===== src/rtl/xor_perceptron_net_if.sv =====
// Data bundle for the XOR perceptron network: binary inputs, runtime
// weights/biases toward the block, and registered sums/activation back out.
interface xor_perceptron_net_if #(
    parameter int WW = 8,
    parameter int SW = 10
);
    logic                 a1;
    logic                 a2;
    logic signed [WW-1:0] w1, w2, w3, w4, w5, w6;
    logic signed [WW-1:0] bias1, bias2, bias3;
    logic signed [SW-1:0] out1, out2, out3;
    logic                 a3;

    // Source side: drives activations and weights, observes results.
    modport master (
        output a1, a2, w1, w2, w3, w4, w5, w6, bias1, bias2, bias3,
        input  out1, out2, out3, a3
    );

    // Network side.
    modport slave (
        input  a1, a2, w1, w2, w3, w4, w5, w6, bias1, bias2, bias3,
        output out1, out2, out3, a3
    );
endinterface


===== src/rtl/xor_perceptron_net.sv =====
// Two-layer, three-neuron perceptron with binary inputs and step activation.
// Stage 1 registers the hidden sums (N1, N2) and their activations h1/h2.
// Stage 2 registers the output neuron sum (N3) and its activation a3.
// SW must be at least WW+2 so that a three-term sum never wraps.
module xor_perceptron_net #(
    parameter int WW = 8,
    parameter int SW = 10
) (
    input  logic                 clk,
    input  logic                 reset_n,
    xor_perceptron_net_if.slave  bus
);

    // Sign-extend a weight to sum width.
    function automatic logic signed [SW-1:0] sx(input logic [WW-1:0] w);
        return $signed({{(SW-WW){w[WW-1]}}, w});
    endfunction

    // Product with a 1-bit activation reduces to a select.
    function automatic logic signed [SW-1:0] term(input logic a, input logic [WW-1:0] w);
        return a ? sx(w) : '0;
    endfunction

    logic signed [SW-1:0] out1_q, out2_q, out3_q;
    logic signed [SW-1:0] out1_d, out2_d, out3_d;
    logic                 h1_q, h2_q, a3_q;
    logic                 h1_d, h2_d, a3_d;

    // Net sums and strictly-positive step activations for all three neurons.
    always_comb begin
        out1_d = term(bus.a1, bus.w1) + term(bus.a2, bus.w2) + sx(bus.bias1);
        out2_d = term(bus.a1, bus.w3) + term(bus.a2, bus.w4) + sx(bus.bias2);
        out3_d = term(h1_q, bus.w5) + term(h2_q, bus.w6) + sx(bus.bias3);
        h1_d   = (out1_d > 0);
        h2_d   = (out2_d > 0);
        a3_d   = (out3_d > 0);
    end

    // Both pipeline stages; synchronous reset clears everything in flight.
    always_ff @(posedge clk) begin
        if (!reset_n) begin
            out1_q <= '0;
            out2_q <= '0;
            out3_q <= '0;
            h1_q   <= 1'b0;
            h2_q   <= 1'b0;
            a3_q   <= 1'b0;
        end else begin
            out1_q <= out1_d;
            out2_q <= out2_d;
            h1_q   <= h1_d;
            h2_q   <= h2_d;
            out3_q <= out3_d;
            a3_q   <= a3_d;
        end
    end

    assign bus.out1 = out1_q;
    assign bus.out2 = out2_q;
    assign bus.out3 = out3_q;
    assign bus.a3   = a3_q;

endmodule


===== src/flat_wrapper.sv =====
// flat-port wrapper written by rule: the top's interface ports become plain ports
module xor_perceptron_net_flat 
#(
    parameter int WW = 8,
    parameter int SW = 10
)
  (clk, reset_n, bus_a1, bus_a2, bus_w1, bus_w2, bus_w3, bus_w4, bus_w5, bus_w6, bus_bias1, bus_bias2, bus_bias3, bus_out1, bus_out2, bus_out3, bus_a3);
  xor_perceptron_net_if #(.WW(WW), .SW(SW)) bus_i ();
  input  logic clk;
  input  logic reset_n;
  input wire logic [$bits(bus_i.a1)-1:0] bus_a1;
  input wire logic [$bits(bus_i.a2)-1:0] bus_a2;
  input wire logic [$bits(bus_i.w1)-1:0] bus_w1;
  input wire logic [$bits(bus_i.w2)-1:0] bus_w2;
  input wire logic [$bits(bus_i.w3)-1:0] bus_w3;
  input wire logic [$bits(bus_i.w4)-1:0] bus_w4;
  input wire logic [$bits(bus_i.w5)-1:0] bus_w5;
  input wire logic [$bits(bus_i.w6)-1:0] bus_w6;
  input wire logic [$bits(bus_i.bias1)-1:0] bus_bias1;
  input wire logic [$bits(bus_i.bias2)-1:0] bus_bias2;
  input wire logic [$bits(bus_i.bias3)-1:0] bus_bias3;
  output wire logic [$bits(bus_i.out1)-1:0] bus_out1;
  output wire logic [$bits(bus_i.out2)-1:0] bus_out2;
  output wire logic [$bits(bus_i.out3)-1:0] bus_out3;
  output wire logic [$bits(bus_i.a3)-1:0] bus_a3;
  assign bus_i.a1 = bus_a1;
  assign bus_i.a2 = bus_a2;
  assign bus_i.w1 = bus_w1;
  assign bus_i.w2 = bus_w2;
  assign bus_i.w3 = bus_w3;
  assign bus_i.w4 = bus_w4;
  assign bus_i.w5 = bus_w5;
  assign bus_i.w6 = bus_w6;
  assign bus_i.bias1 = bus_bias1;
  assign bus_i.bias2 = bus_bias2;
  assign bus_i.bias3 = bus_bias3;
  assign bus_out1 = bus_i.out1;
  assign bus_out2 = bus_i.out2;
  assign bus_out3 = bus_i.out3;
  assign bus_a3 = bus_i.a3;
  xor_perceptron_net #(.WW(WW), .SW(SW)) u_core (.clk(clk), .reset_n(reset_n), .bus(bus_i));
endmodule

===== config.mk =====
export PLATFORM = sky130hd
export DESIGN_NAME = xor_perceptron_net_flat
export DESIGN_NICKNAME = d
export VERILOG_FILES = /design/src/rtl/xor_perceptron_net_if.sv /design/src/rtl/xor_perceptron_net.sv /design/src/flat_wrapper.sv
export SDC_FILE = /design/constraint.sdc
export NUM_CORES = 1
export LEC_CHECK = 0
export ABC_CLOCK_PERIOD_IN_PS = 5600
export BUFFER_PORTS_ARGS = -buffer_cell sky130_fd_sc_hd__buf_2
export CORE_MARGIN = 2
export CORE_UTILIZATION = 50
export DETAILED_ROUTE_END_ITERATION = 10
export PLACE_DENSITY = 0.93
export SLEW_MARGIN = 25
export SYNTH_ARGS = -nofsm -noshare
export SYNTH_HDL_FRONTEND = slang
export SYNTH_SLANG_ARGS = --single-unit

===== constraint.sdc =====
create_clock -name clk -period 5.6 [get_ports clk]
set_input_delay 0.84 -clock clk [delete_from_list [all_inputs] [get_ports clk]]
set_output_delay 0.84 -clock clk [all_outputs]
set_load 0.02 [all_outputs]

# --- After elaboration in Yosys (flattened, before gate mapping) ---
# Index checks and enable logic that the tools add are counted.
op_classes:
  n_addsub: 6
  magnitude_cmp: 3
  n_mux: 6
ops:
  columns: ["op", "count"]
  rows:
  - ["two-way mux 10 bit", 6]
  - ["adder 10 bit", 3]
  - ["adder 10 x 8 -> 10 bit", 3]
  - ["greater-than comparator 10 x 1 -> 1 bit, second input constant", 3]
totals:
  ff_bits: 33
  inputBits: 76
  out_inout_bits: 31
  wordCells: 21

# --- Depth between registers and ports, before layout ---
logic_depth:
  depth_word: 4
  ltp_mapped: 11
  mapped_depth_nobuf: 10

# --- Least setup slack after synthesis ---
# OpenSTA, ideal clock, no wires.
synth_path:
  path_type: "input-to-reg"
  from: "in bus_a2"
  to: "reg u_core.h2_q"
  setup_time_ns: 0.122
  t_arrival_ns: 3.539
  required_time_ns: 5.478
  path_slack_ns: 1.939
  cell_stages: 9
  path_buffers: 1
  cell_sequence: "clkbuf_1 > and2_1 > fa_1 > ha_1 > fa_1 > xor2_1 > or4_1 > or4_1 > o311a_1"
synth_via:
  elab_chain_cells: 4
synth_rtl:
  columns: ["element", "line_no", "source"]
  rows:
  - ["start: declaration", "flat_wrapper.sv:12", "input wire logic [$bits(bus_i.a2)-1:0] bus_a2;"]
  - ["two-way mux 10 bit", "xor_perceptron_net.sv:21", "return a ? sx(w) : '0;"]
  - ["adder 10 bit", "xor_perceptron_net.sv:32", "out2_d = term(bus.a1, bus.w3) + term(bus.a2, bus.w4) + sx(bus.bias2);"]
  - ["adder 10 x 8 -> 10 bit", "xor_perceptron_net.sv:32", null]
  - ["greater-than comparator 10 x 1 -> 1 bit", "xor_perceptron_net.sv:35", "h2_d = (out2_d > 0);"]
  - ["end signal: assignment", "xor_perceptron_net.sv:46", "h2_q <= 1'b0;"]
  - ["end signal: assignment", "xor_perceptron_net.sv:52", "h2_q <= h2_d;"]
  - ["end: declaration", "xor_perceptron_net.sv:26", "logic h1_q, h2_q, a3_q;"]
# Every way passes these cells.
# A chain may end at the register's enable or synchronous reset.

# --- Worst setup path in the final report ---
layout_path:
  from: "in bus_a2"
  to: "reg u_core.h1_q"
layout_via:
  elab_chain_cells: 4
layout_rtl:
  columns: ["element", "line_no", "source"]
  rows:
  - ["two-way mux 10 bit", "xor_perceptron_net.sv:21", null]
  - ["adder 10 bit", "xor_perceptron_net.sv:31", "out1_d = term(bus.a1, bus.w1) + term(bus.a2, bus.w2) + sx(bus.bias1);"]
  - ["adder 10 x 8 -> 10 bit", "xor_perceptron_net.sv:31", null]
  - ["greater-than comparator 10 x 1 -> 1 bit", "xor_perceptron_net.sv:34", "h1_d = (out1_d > 0);"]
  - ["end signal: assignment", "xor_perceptron_net.sv:45", "h1_q <= 1'b0;"]
  - ["end signal: assignment", "xor_perceptron_net.sv:51", "h1_q <= h1_d;"]
  - ["end: declaration", "xor_perceptron_net.sv:26", null]
# Every way passes these cells.

==> run_results.csv <==
group,metric,value,unit
clock_network,cts_buffers,5,
place,gp_congestion,0.891,
setup_path,required,5750,ps
final_layout,antenna_cells,0,
setup_path,crit_type,"in -> reg",
clock_network,cts_resized,0,
place,dp_hpwl,4810,um
clock_network,clock_path_buffers,2,
run,cap_violations,0,
timing,fmax,0.278,GHz
floorplanning,io_pins,107,
setup_path,start_kind,"input port",
grt,grt_util_all_layers,19.4,%
clock_network,cts_tree,"built",
pwr,seqPwrFrac,29.4,%
logic_synthesis,synth_edf_count,0,
pwr,power.internal,673,uW
clock_network,cts_hold_buf,0,
logic_synthesis,synth_most_common_cell,"and2_1",
grt,overflow,0,
clock_network,htreeDepth,2,
logic_synthesis,ys_seq_elements,33,
timing,setup_viol_count_final,0,
drt,routed.top_layer,"met4",
setup_path,cp-end-kind,"flop",
logic_synthesis,synth_area_per_cell,9.61,sq um
timing,slew_violations,0,
logic_synthesis,synth.distinct_cells,35,
grt,antenna_found_initial,0,
drt,drtIter0Drc,84,
drt,wl_met3,326,um
timing,finalCritPeriodShare,64.3,%
clock_network,clkLatencyLatePin,270,ps
timing,min_period,3600,ps
clock_network,cts.sinks,33,
logic_synthesis,ys_seq_area_share,25.2,%
timing,rsz0062_at_grt,"no",
logic_synthesis,yosys-top-cells-count,"63 x and2_1, 33 x dfxtp_1, 27 x fa_1",
drt,vias_per_cell,5.07,
drt,dr_wl_met2,2940,um
final_layout,nFillCells,413,
floorplanning,coreArea,0.00507,sq mm
logic_synthesis,synth_fp_nets,400,
place,portBuffers,106,
worst_hold_path,min_path_type,"reg -> reg",
run_status,status,"finished, final reports clean",
drt,drtAntennaViolNets,0,
logic_synthesis,yosysTopAreaCell,"dfxtp_1",
logic_synthesis,yosysWarnings,0,
clock_network,clkTransAtPathRegs,60,ps
drt,dr_total_vias,2296,
grt,grt_max_degree,28,
drt,wl_met1,2120,um
floorplanning,fp.dieH,76.4,um
logic_synthesis,yosys.area.top_type_share,25.2,%
pwr,power_density,312,mW/mm^2
clock_network,cts-root-buf,"clkbuf_8",
pwr,switching_power,375,uW
final_layout,final_util,66.2,%
floorplanning,die_w,76.4,um
timing,slew_headroom,69.9,%
pwr,swShare,35.8,%
logic_synthesis,synth.area.top_cells,"dfxtp_1 25%, fa_1 21%, and2_1 15%",
timing,finalHoldViolCount,0,
floorplanning,rows,26,
floorplanning,start_util,51.7,%
drt,wl_per_cell,12.1,um
timing,setup_tns,0,ps
pwr,power_frac_clock,24.4,%
setup_path,worst-path-max-fanout,16,
logic_synthesis,synthCells,273,
pwr,peakVddDrop,215,uV
drt,drc,0,
grt,grt_pass1_vias,2344,
clock_network,post_cts_buffers,0,
pwr,p_leak,0.00171,uW
logic_synthesis,syn-cell-area,0.00262,sq mm
logic_synthesis,ys_async_sr_fraction,0,%
pwr,combPwrFrac,46.2,%
timing,tightestPinTransition,449,ps
floorplanning,dieArea,0.00584,sq mm
drt,firstDrtPassIters,4,
grt,grt_pass1_wl,9340,um
final_layout,nets,509,
logic_synthesis,synth_ff_type,"dfxtp_1",
drt,wirelength,5480,um
timing,clock_skew,3.14,ps
final_layout,layout-drive-gt1-share,30.3,%
final_layout,area_delta_synth_final,28.1,%
setup_path,reg2reg_slack,2420,ps
setup_path,crit_arrival,3750,ps
-- final timing paths --
check             cells past startpoint                  to         from
hold / removal                        3  u_core.bus.out3[0]  u_core.h1_q
hold reg to reg                       3  u_core.bus.out3[0]  u_core.h1_q
setup / recovery                     10         u_core.h1_q       bus_a2
setup reg to reg                      9       u_core.bus.a3  u_core.h2_q
-- routing by layer --
metal  vias up  GRT usage, %
met5         -             0
met4         0          5.27
met3        14          4.98
met2        93          37.2
met1      1052          20.8
li1       1137             -
-- per-stage QoR --
stage	power, uW	setup WS, ps	instances	hold WS (ps)	area, sq um
finish	1050	2000	453	965	3360
global route	1130	1840	453	1020	3360
global placement	783	1820	445	945	3230
CTS	1060	2010	453	979	3360
detailed placement	799	1710	445	964	3230
floorplan	654	1940	273	794	2620
-- state kept, by name (all words and copies together), names as in the netlist --
signal,cells
u_core.bus.a3,1
u_core.bus.out2,10
u_core.bus.out1,10
u_core.bus.out3,10
u_core.h2_q,1
u_core.h1_q,1
-- cell type report --
cell class | count | area [sq um] | share of cell area (%)
inverters | 14 | 52.6 | 1.56
clock inverters | 3 | 65.1 | 1.94
multi-input cells | 222 | 1900 | 56.4
repair buffers | 106 | 531 | 15.8
clock buffers | 5 | 68.8 | 2.05
well taps | 70 | 87.6 | 2.61
flip-flops and latches | 33 | 661 | 19.7
-- cell families after synthesis --
family	synth area share [%]
buffers and inverters	2.57
XOR/XNOR	5.67
flip-flops	25.2
adder cells (fa/ha/maj)	32.0
AND/OR/NAND/NOR	24.5
AO/OA/AOI/OAI	10.0
-- placed cells by master (no fill, tap or decap), types with 11 or more instances in the layout --
| cell type | n |
|---|---|
| inv_1 | 14 |
| xor2_1 | 12 |
| buf_2 | 106 |
| dfxtp_1 | 33 |
| fa_1 | 27 |
| ha_1 | 24 |
| nor2_1 | 18 |
| a21oi_1 | 11 |
| and2_1 | 63 |
| nand2_1 | 16 |
-- critical path, stage by stage --
cell and delay (ps):
buf_2 230, and2_1 190, fa_1 420, ha_1 250
fa_1 420, a21o_1 210, and4_1 200, or4_1 420
a2111oi_0 420, a31oi_1 140
-- power groups by stage --
stage | clock [uW] | combinational [uW] | sequential, uW
final | 256 | 484 | 308
after floorplan | 0 | 276 | 378
after global placement | 0 | 468 | 315
after global routing | 272 | 542 | 313
after CTS | 260 | 488 | 309
after detailed placement | 0 | 485 | 314
No activity file was read; power rests on OpenSTA's default activity.
